==> config.mk <==
export PLATFORM = sky130hd
export DESIGN_NAME = branch_predictor
export DESIGN_NICKNAME = d
export VERILOG_FILES = /design/src/rtl/branch_predictor.sv
export SDC_FILE = /design/constraint.sdc
export NUM_CORES = 2
export LEC_CHECK = 0
export BUFFER_PORTS_ARGS = -buffer_cell sky130_fd_sc_hd__buf_2
export CAP_MARGIN = 25
export CORE_ASPECT_RATIO = 1.75
export CORE_MARGIN = 2
export CORE_UTILIZATION = 60
export DETAILED_ROUTE_END_ITERATION = 8
export HOLD_SLACK_MARGIN = 0.06
export PLACE_DENSITY = 0.78
export SLEW_MARGIN = 20
export SYNTH_ARGS = -nofsm -noshare
export SYNTH_HDL_FRONTEND = slang
export SYNTH_SLANG_ARGS = --single-unit
==> constraint.sdc <==
create_clock -name clk -period 7.9 [get_ports clk]
set_input_delay 0.395 -clock clk [delete_from_list [all_inputs] [get_ports clk]]
set_output_delay 0.395 -clock clk [all_outputs]
set_load 0.02 [all_outputs]
==> src/rtl/branch_predictor.sv <==
// Branch target buffer with saturating-counter direction prediction and mispredict detection.
// Optional BP_PERF_CNT_EN macro adds saturating resolved-branch and mispredict counters.
module branch_predictor #(
    parameter int ADDR_W  = 32,
    parameter int ENTRIES = 16,
    parameter int CNT_W   = 2
) (
    input  logic              clk,
    input  logic              rst,
    input  logic [ADDR_W-1:0] if_pc,
    output logic              pred_hit,
    output logic              pred_taken,
    output logic [ADDR_W-1:0] pred_target,
    input  logic              upd_valid,
    input  logic [1:0]        upd_kind,
    input  logic [ADDR_W-1:0] upd_pc,
    input  logic              upd_taken,
    input  logic [ADDR_W-1:0] upd_target,
    input  logic              upd_pred_taken,
    input  logic [ADDR_W-1:0] upd_pred_target,
    input  logic              flush_all,
    output logic              mispredict,
    output logic [ADDR_W-1:0] redirect_pc,
    output logic [31:0]       perf_branches,
    output logic [31:0]       perf_mispredicts
);

    localparam int IDX_W = $clog2(ENTRIES);
    localparam int TAG_W = ADDR_W - IDX_W - 2;

    localparam logic [ADDR_W-1:0] PC_STEP  = ADDR_W'(32'd4);
    localparam logic [CNT_W-1:0]  CNT_MAX  = {CNT_W{1'b1}};
    localparam logic [CNT_W-1:0]  CNT_ZERO = {CNT_W{1'b0}};
    localparam logic [CNT_W-1:0]  CNT_ONE  = CNT_W'(32'd1);
    localparam logic [CNT_W-1:0]  CNT_WT   = CNT_W'(32'd1 << (CNT_W - 1));
    localparam logic [CNT_W-1:0]  CNT_WNT  = CNT_W'((32'd1 << (CNT_W - 1)) - 32'd1);

    // Saturating up/down step of a direction counter.
    function automatic logic [CNT_W-1:0] cnt_step(input logic [CNT_W-1:0] cnt, input logic up);
        logic [CNT_W-1:0] res;
        if (up) begin
            res = (cnt == CNT_MAX) ? cnt : cnt + CNT_ONE;
        end else begin
            res = (cnt == CNT_ZERO) ? cnt : cnt - CNT_ONE;
        end
        return res;
    endfunction

    logic             valid_r  [ENTRIES];
    logic [TAG_W-1:0] tag_r    [ENTRIES];
    logic [ADDR_W-1:0] target_r[ENTRIES];
    logic             jump_r   [ENTRIES];
    logic [CNT_W-1:0] cnt_r    [ENTRIES];

    logic [IDX_W-1:0]  lk_idx_s;
    logic [TAG_W-1:0]  lk_tag_s;
    logic              lk_hit_s;
    logic              lk_taken_s;
    logic [IDX_W-1:0]  up_idx_s;
    logic [TAG_W-1:0]  up_tag_s;
    logic              up_jump_s;
    logic              up_taken_s;
    logic              up_hit_s;
    logic              up_write_s;
    logic [CNT_W-1:0]  cnt_new_s;
    logic [ADDR_W-1:0] actual_next_s;
    logic              unused_s;

    assign lk_idx_s = if_pc[IDX_W+1:2];
    assign lk_tag_s = if_pc[ADDR_W-1:IDX_W+2];
    assign up_idx_s = upd_pc[IDX_W+1:2];
    assign up_tag_s = upd_pc[ADDR_W-1:IDX_W+2];
    assign unused_s = upd_pred_taken;

    // Fetch-side lookup against the registered table (no bypass of a same-cycle update).
    always_comb begin
        lk_hit_s   = valid_r[lk_idx_s] && (tag_r[lk_idx_s] == lk_tag_s);
        lk_taken_s = lk_hit_s && (jump_r[lk_idx_s] || cnt_r[lk_idx_s][CNT_W-1]);
        if (lk_taken_s) begin
            pred_target = target_r[lk_idx_s];
        end else begin
            pred_target = if_pc + PC_STEP;
        end
    end

    assign pred_hit   = lk_hit_s;
    assign pred_taken = lk_taken_s;

    // Resolve the reported instruction and work out the training write.
    always_comb begin
        case (upd_kind)
            2'b01, 2'b10: up_jump_s = 1'b1;
            default:      up_jump_s = 1'b0;
        endcase
        up_taken_s    = up_jump_s | upd_taken;
        actual_next_s = up_taken_s ? upd_target : upd_pc + PC_STEP;
        up_hit_s      = valid_r[up_idx_s] && (tag_r[up_idx_s] == up_tag_s);
        if (up_hit_s) begin
            cnt_new_s = cnt_step(cnt_r[up_idx_s], up_taken_s);
        end else if (up_jump_s) begin
            cnt_new_s = CNT_MAX;
        end else begin
            cnt_new_s = CNT_WT;
        end
        up_write_s = upd_valid & (up_hit_s | up_taken_s);
    end

    // Comparing next PCs catches both a wrong direction and a wrong target.
    assign mispredict  = upd_valid & (actual_next_s != upd_pred_target);
    assign redirect_pc = upd_valid ? actual_next_s : {ADDR_W{1'b0}};

    // Table state: reset, whole-table flush, or single-entry training.
    always_ff @(posedge clk) begin
        if (rst) begin
            for (int i = 0; i < ENTRIES; i++) begin
                valid_r[i]  <= 1'b0;
                tag_r[i]    <= {TAG_W{1'b0}};
                target_r[i] <= {ADDR_W{1'b0}};
                jump_r[i]   <= 1'b0;
                cnt_r[i]    <= CNT_WNT;
            end
        end else if (flush_all) begin
            for (int i = 0; i < ENTRIES; i++) begin
                valid_r[i] <= 1'b0;
            end
        end else if (up_write_s) begin
            valid_r[up_idx_s] <= 1'b1;
            tag_r[up_idx_s]   <= up_tag_s;
            jump_r[up_idx_s]  <= up_jump_s;
            cnt_r[up_idx_s]   <= cnt_new_s;
            if (up_taken_s) begin
                target_r[up_idx_s] <= upd_target;
            end else begin
                target_r[up_idx_s] <= target_r[up_idx_s];
            end
        end else begin
            valid_r[up_idx_s] <= valid_r[up_idx_s];
        end
    end

`ifdef BP_PERF_CNT_EN
    logic [31:0] perf_br_r;
    logic [31:0] perf_mp_r;

    // Saturating event counters; only reset clears them, flush leaves them alone.
    always_ff @(posedge clk) begin
        if (rst) begin
            perf_br_r <= 32'h0000_0000;
            perf_mp_r <= 32'h0000_0000;
        end else begin
            if (upd_valid && (perf_br_r != 32'hFFFF_FFFF)) begin
                perf_br_r <= perf_br_r + 32'h0000_0001;
            end else begin
                perf_br_r <= perf_br_r;
            end
            if (mispredict && (perf_mp_r != 32'hFFFF_FFFF)) begin
                perf_mp_r <= perf_mp_r + 32'h0000_0001;
            end else begin
                perf_mp_r <= perf_mp_r;
            end
        end
    end

    assign perf_branches    = perf_br_r;
    assign perf_mispredicts = perf_mp_r;
`else
    assign perf_branches    = 32'h0000_0000;
    assign perf_mispredicts = 32'h0000_0000;
`endif

endmodule

# Word-level counts from Yosys, hierarchy flattened
# Memories as Yosys holds them, arrays and structs flattened.
# Cells that the tools add are included.
# classes
add_sub_neg	4
n_reduce_logical	12
bitwise	22
n_eq_ne	7
n_mux	65
# op_table
op	count
$mux 32	5
$add 32x3->32 const B	2
$eq 26x26->1	2
$mux 1	49
$ne 32x32->1	1
$reduce_or 32->1	1
$mux 26	1
$reduce_or 26->1	1
$mux 4	5
$or 1x1->1	20
$mux 2	5
$eq 2x2->1 const B	2
$reduce_or 2->1	2
$logic_and 1x1->1	3
$add 2x1->2 const B	1
$and 1x1->1	2
$eq 2x1->1 const B	1
$logic_not 2->1	1
$reduce_and 2->1	1
$reduce_or 1->1	2
$sub 2x1->2 const B	1
$logic_or 1x1->1	1
$ne 0x0->1	1
# totals
memories	5
ramBits	992
regBits	0
inputBits	136
elab_cells	115
# mem_list
memory	words	word_bits	rd	rd_ports_with_merged_regs	wr	line_no	text
target_r	16	32	1	0	16	51	logic [ADDR_W-1:0] target_r[ENTRIES];
tag_r	16	26	2	0	16	50	logic [TAG_W-1:0] tag_r [ENTRIES];
cnt_r	16	2	2	0	16	53	logic [CNT_W-1:0] cnt_r [ENTRIES];
jump_r	16	1	1	0	16	52	logic jump_r [ENTRIES];
valid_r	16	1	2	0	16	49	logic valid_r [ENTRIES];

# Logic depth before layout (Yosys ltp)
# logic_depth
depth_word	14
depth_mapped	18

# Worst setup path before layout
# No wires, ideal clock.
# synth_path
path_type	input -> register
startpoint	input port upd_pc[2]
endpoint	memory cnt_r[11][0], enable pin
path_stages	16
path_buffers	8
setup_ns	0.460
arrival_time_ns	5.697
required_ns	7.440
slack_ns	1.743
cell_sequence	buf_6 > buf_12 > buf_12 > buf_6 > buf_6 > mux2_1 > a221oi_1 > o211ai_1 > a221o_1 > o32a_1 > a2111o_1 > o31a_1 > buf_2 > buf_6 > buf_6 > o31ai_1
# synth_rtl
item	line_no	text
start: declaration	16	input logic [ADDR_W-1:0] upd_pc,
end: declaration	53	

# Worst setup path in the final report
# layout_path
startpoint	input port if_pc[2]
endpoint	output port pred_target[11]
# layout_via
elab_chain_cells	5
elab_cells_between_ends	11
cone_classes	1 x add/sub; 1 x eq/ne; 1 x mux; 3 x reduce/logical; 5 x memory
# layout_rtl
item	line_no	text
start: declaration	10	input logic [ADDR_W-1:0] if_pc,
$mem_v2 16x26	-	
$eq 26x26->1	77	lk_hit_s = valid_r[lk_idx_s] && (tag_r[lk_idx_s] == lk_tag_s);
$logic_and 1x1->1	77	
$logic_and 1x1->1	78	lk_taken_s = lk_hit_s && (jump_r[lk_idx_s] || cnt_r[lk_idx_s][CNT_W-1]);
$mux 32 *	79	if (lk_taken_s) begin
end: declaration	13	output logic [ADDR_W-1:0] pred_target,
# Every way passes the cells marked *; elsewhere a longest branch is shown, timed or not.

==> results.md <==
* Vias at 38.6k
* Clock period minus worst slack at 6.27 ns
* Top-area cell type share of the netlist area at 0.563
* Kind of critical path: in2out
* Post-synthesis cell area at 52900 sq um
* RR Startpoint: tag_r[12][2]
* # clock sinks at roughly 990
* HP Class: in2reg
* Die Footprint at 90700 sq um
* Filler instances at 6196
* Synth cell count leaders: edfxtp_1 (992), nor3_1 (648), mux4_2 (374)
* Layout cells sized above 1 at 0.247
* Sequential-to-total area share from yosys stat at 0.563
* Core ar. at about 88000 sq um
* Min-Delay Endpoint: target_r[15][7]
* Synth-to-layout area growth at 8.20%
* Pre-CTS WS at 1.76 ns
* CP max FO at 63
* Setup Buffers After CTS at 0
* Register area at 29800 sq um
* Setup_tns at 0 ns
* Reg2Reg Depth at 8
* CP Launch Type: input port
* Total Routing Usage GR at 0.416
* Synth Area per Inst at 13.9 sq um
* R2R Setup Slk at ~2.6 ns
* Root Buffer: clkbuf_16
* TritonCTS buffer count at 84
* Clk_lat worst skew at 0.71 ns
* Chip Width at between 200 and 250 microns
* First-pass GRT wire length at ~260000 microns
* Final setup violation count at 0
* R2R Path End: tag_r[11][6]
* Post-Route WL at 190000 microns
* Flops & latches, synth at just under 1k
* Asr flop ratio synth at 0
* # port buffers at 201
* Slew margin rel. at 0.228
* Power density of the placed cells at 213 nW/um^2
* Starting DRT DRC Count at 7102
* DRT antenna net count at 0
* Leakage at 19.7 nW
* Status: complete, no violations
* WL/cell at 37.9 microns
* Critical path data required time at 7.51 ns
* Post-synth cell types at 75
* Fmax at 0.159 GHz
* Vias in the first global route at 37.6k
* Pre-antenna DRT Iters at 9
* Syn Inst Count at 3805
* Top-Level Pins at between 200 and 300
* Max cap viols at 0
* Critical Path Start: if_pc[2]
* Synth area leader: edfxtp_1
* YS warnings at 0
* Cts hold-fix bufs at 0
* Largest net degree at the start of global routing at 182
* Area contributors post-synth: edfxtp_1 (56%), mux4_2 (16%), nor3_1 (6.1%)
* Dominant synthesized flop cell: edfxtp_1
* CP Data Arrival Time at 5.88 ns
* Clock skew at 0.0371 ns
* Worst VDD drop at 0.151 mV
* Setup slack after layout at approximately 1.6 ns
* Area occupied by multi-input gates at approximately 21000 sq um
* Final net count at 3901
* Tot Pwr at 12.2 mW
* GPL Wtd Cong at 1.05
* Clock Path Buffers at 3
* CTS tree: yes
* Unrepaired setup endpoints after global routing: no
* Hold path depth at 2
* Clock transition at path regs at approximately 0.070 ns
* Pins over their slew limit at 0
* Endpoint class of the critical path: primary output
* Worst slew pin tran at 1.16 ns
* Rows at about 140
* Remaining DRCs at 0
* Post-synth EDFFs at between 900 and 1k
* Post-DP HPWL at 118000 microns
* Initial core utilization at 0.603
* Fin. Hold Viols at 0
* H-tree Lvls at 3
* Vias per cell at between 7 and 8
* Initial antenna violation count at 14
* Post-CTS sizing at 0
* Hold_sp: upd_target[7]
* Design Area, Final at 57300 sq um
* Crit share post-route at 0.794
* Most common cell in the netlist: edfxtp_1
* Dpl cell area at between 50000 and 60000 sq um
* Die span in y at 397 microns
* Grt total ovfl at 0
-- cell families after synthesis --
group	Yosys count	synth area share
multiplexers	516	0.187
AO/OA/AOI/OAI	284	0.0375
AND/OR/NAND/NOR	1308	0.135
adder cells (fa/ha/maj)	6	0.00137
flip-flops	992	0.563
buffers and inverters	564	0.0546
other	1	0.0000708
XOR/XNOR	134	0.0222
-- where the power goes --
part	internal (mW)	leakage [nW]	total, mW	switching (mW)
Clock	2.26	1.30	4.22	1.97
Sequential	6.06	9.47	6.18	0.111
Combinational	0.594	8.93	1.78	1.18
-- how the worst max path moves through the flow --
stage	endpoint	slack (ns)	cells after the start
final	pred_target[11]	1.63	12
after global routing	pred_target[12]	1.47	12
after CTS	pred_target[11]	1.72	12
after detailed placement	pred_target[11]	1.76	12
after global placement	tag_r[11][1]	1.77	13
after floorplan	cnt_r[11][0]	1.74	16
-- state kept, by name, indices dropped and copies added (netlist names) --
| signal | flops |
|---|---|
| jump_r | 16 |
| valid_r | 16 |
| target_r | 512 |
| tag_r | 416 |
| cnt_r | 32 |
-- per-stage QoR --
| stage | std cells | utilization | hold WS, ns |
|---|---|---|---|
| floorplan | 3868 | - | 0.618 |
| global placement | 4840 | 0.622 | 0.946 |
| detailed placement | 4841 | 0.622 | 0.952 |
| CTS | 4987 | 0.652 | 0.227 |
| global route | 4988 | 0.652 | 0.249 |
| finish | 4998 | 0.653 | 0.255 |
-- metal layers --
metal	wire length [microns]	vias up	track usage
li1	-	14900	-
met1	55900	18800	0.486
met3	29200	1043	0.134
met5	181	-	0
met2	84500	3849	0.624
met4	19900	16	0.363
-- cell usage in the layout (no fill, tap or decap), types with 7 or more instances in the layout --
master and n:
o21ai_0 42, buf_4 106, buf_12 13, inv_1 37
nand3_4 9, and2_1 12, a22o_1 18, nor3b_1 20
o21ai_4 25, o22ai_1 10, clkinv_2 12, clkinv_1 29
clkbuf_16 86, mux4_2 374, nand3_1 33, edfxtp_1 992
conb_1 64, o2111ai_1 7, and4_1 15, o31ai_1 7
nand4_1 35, and3_1 265, xor2_1 31, xnor2_1 101
nor4_1 32, o211ai_1 21, bufinv_16 8, a22oi_1 25
mux2_2 37, a21oi_1 37, a211oi_1 17, nor3_1 645
clkbuf_1 12, nor4b_1 10, nor4_2 24, buf_2 196
nand2_1 102, mux2i_1 104, diode_2 10, nor2_1 67
-- critical path: stages --
cell and delay (ns):
buf_8 0.49, mux4_2 0.62, mux4_2 0.52, xnor2_1 0.40, clkbuf_4 0.33, nand4_1 0.10, or4_1 0.48, nor4_1 0.30
nor2b_4 0.94, buf_4 0.39, mux2_2 0.46, buf_2 0.19
-- final cells by class --
| cell class | instances | area share |
|---|---|---|
| clock inverters | 48 | 0.00815 |
| diodes | 10 | 0.000437 |
| inverters | 50 | 0.00328 |
| clock buffers | 98 | 0.0384 |
| flip-flops and latches | 992 | 0.520 |
| multi-input cells | 2312 | 0.367 |
| well taps | 1168 | 0.0255 |
| repair buffers | 320 | 0.0367 |
No activity file was read; power rests on OpenSTA's default activity.
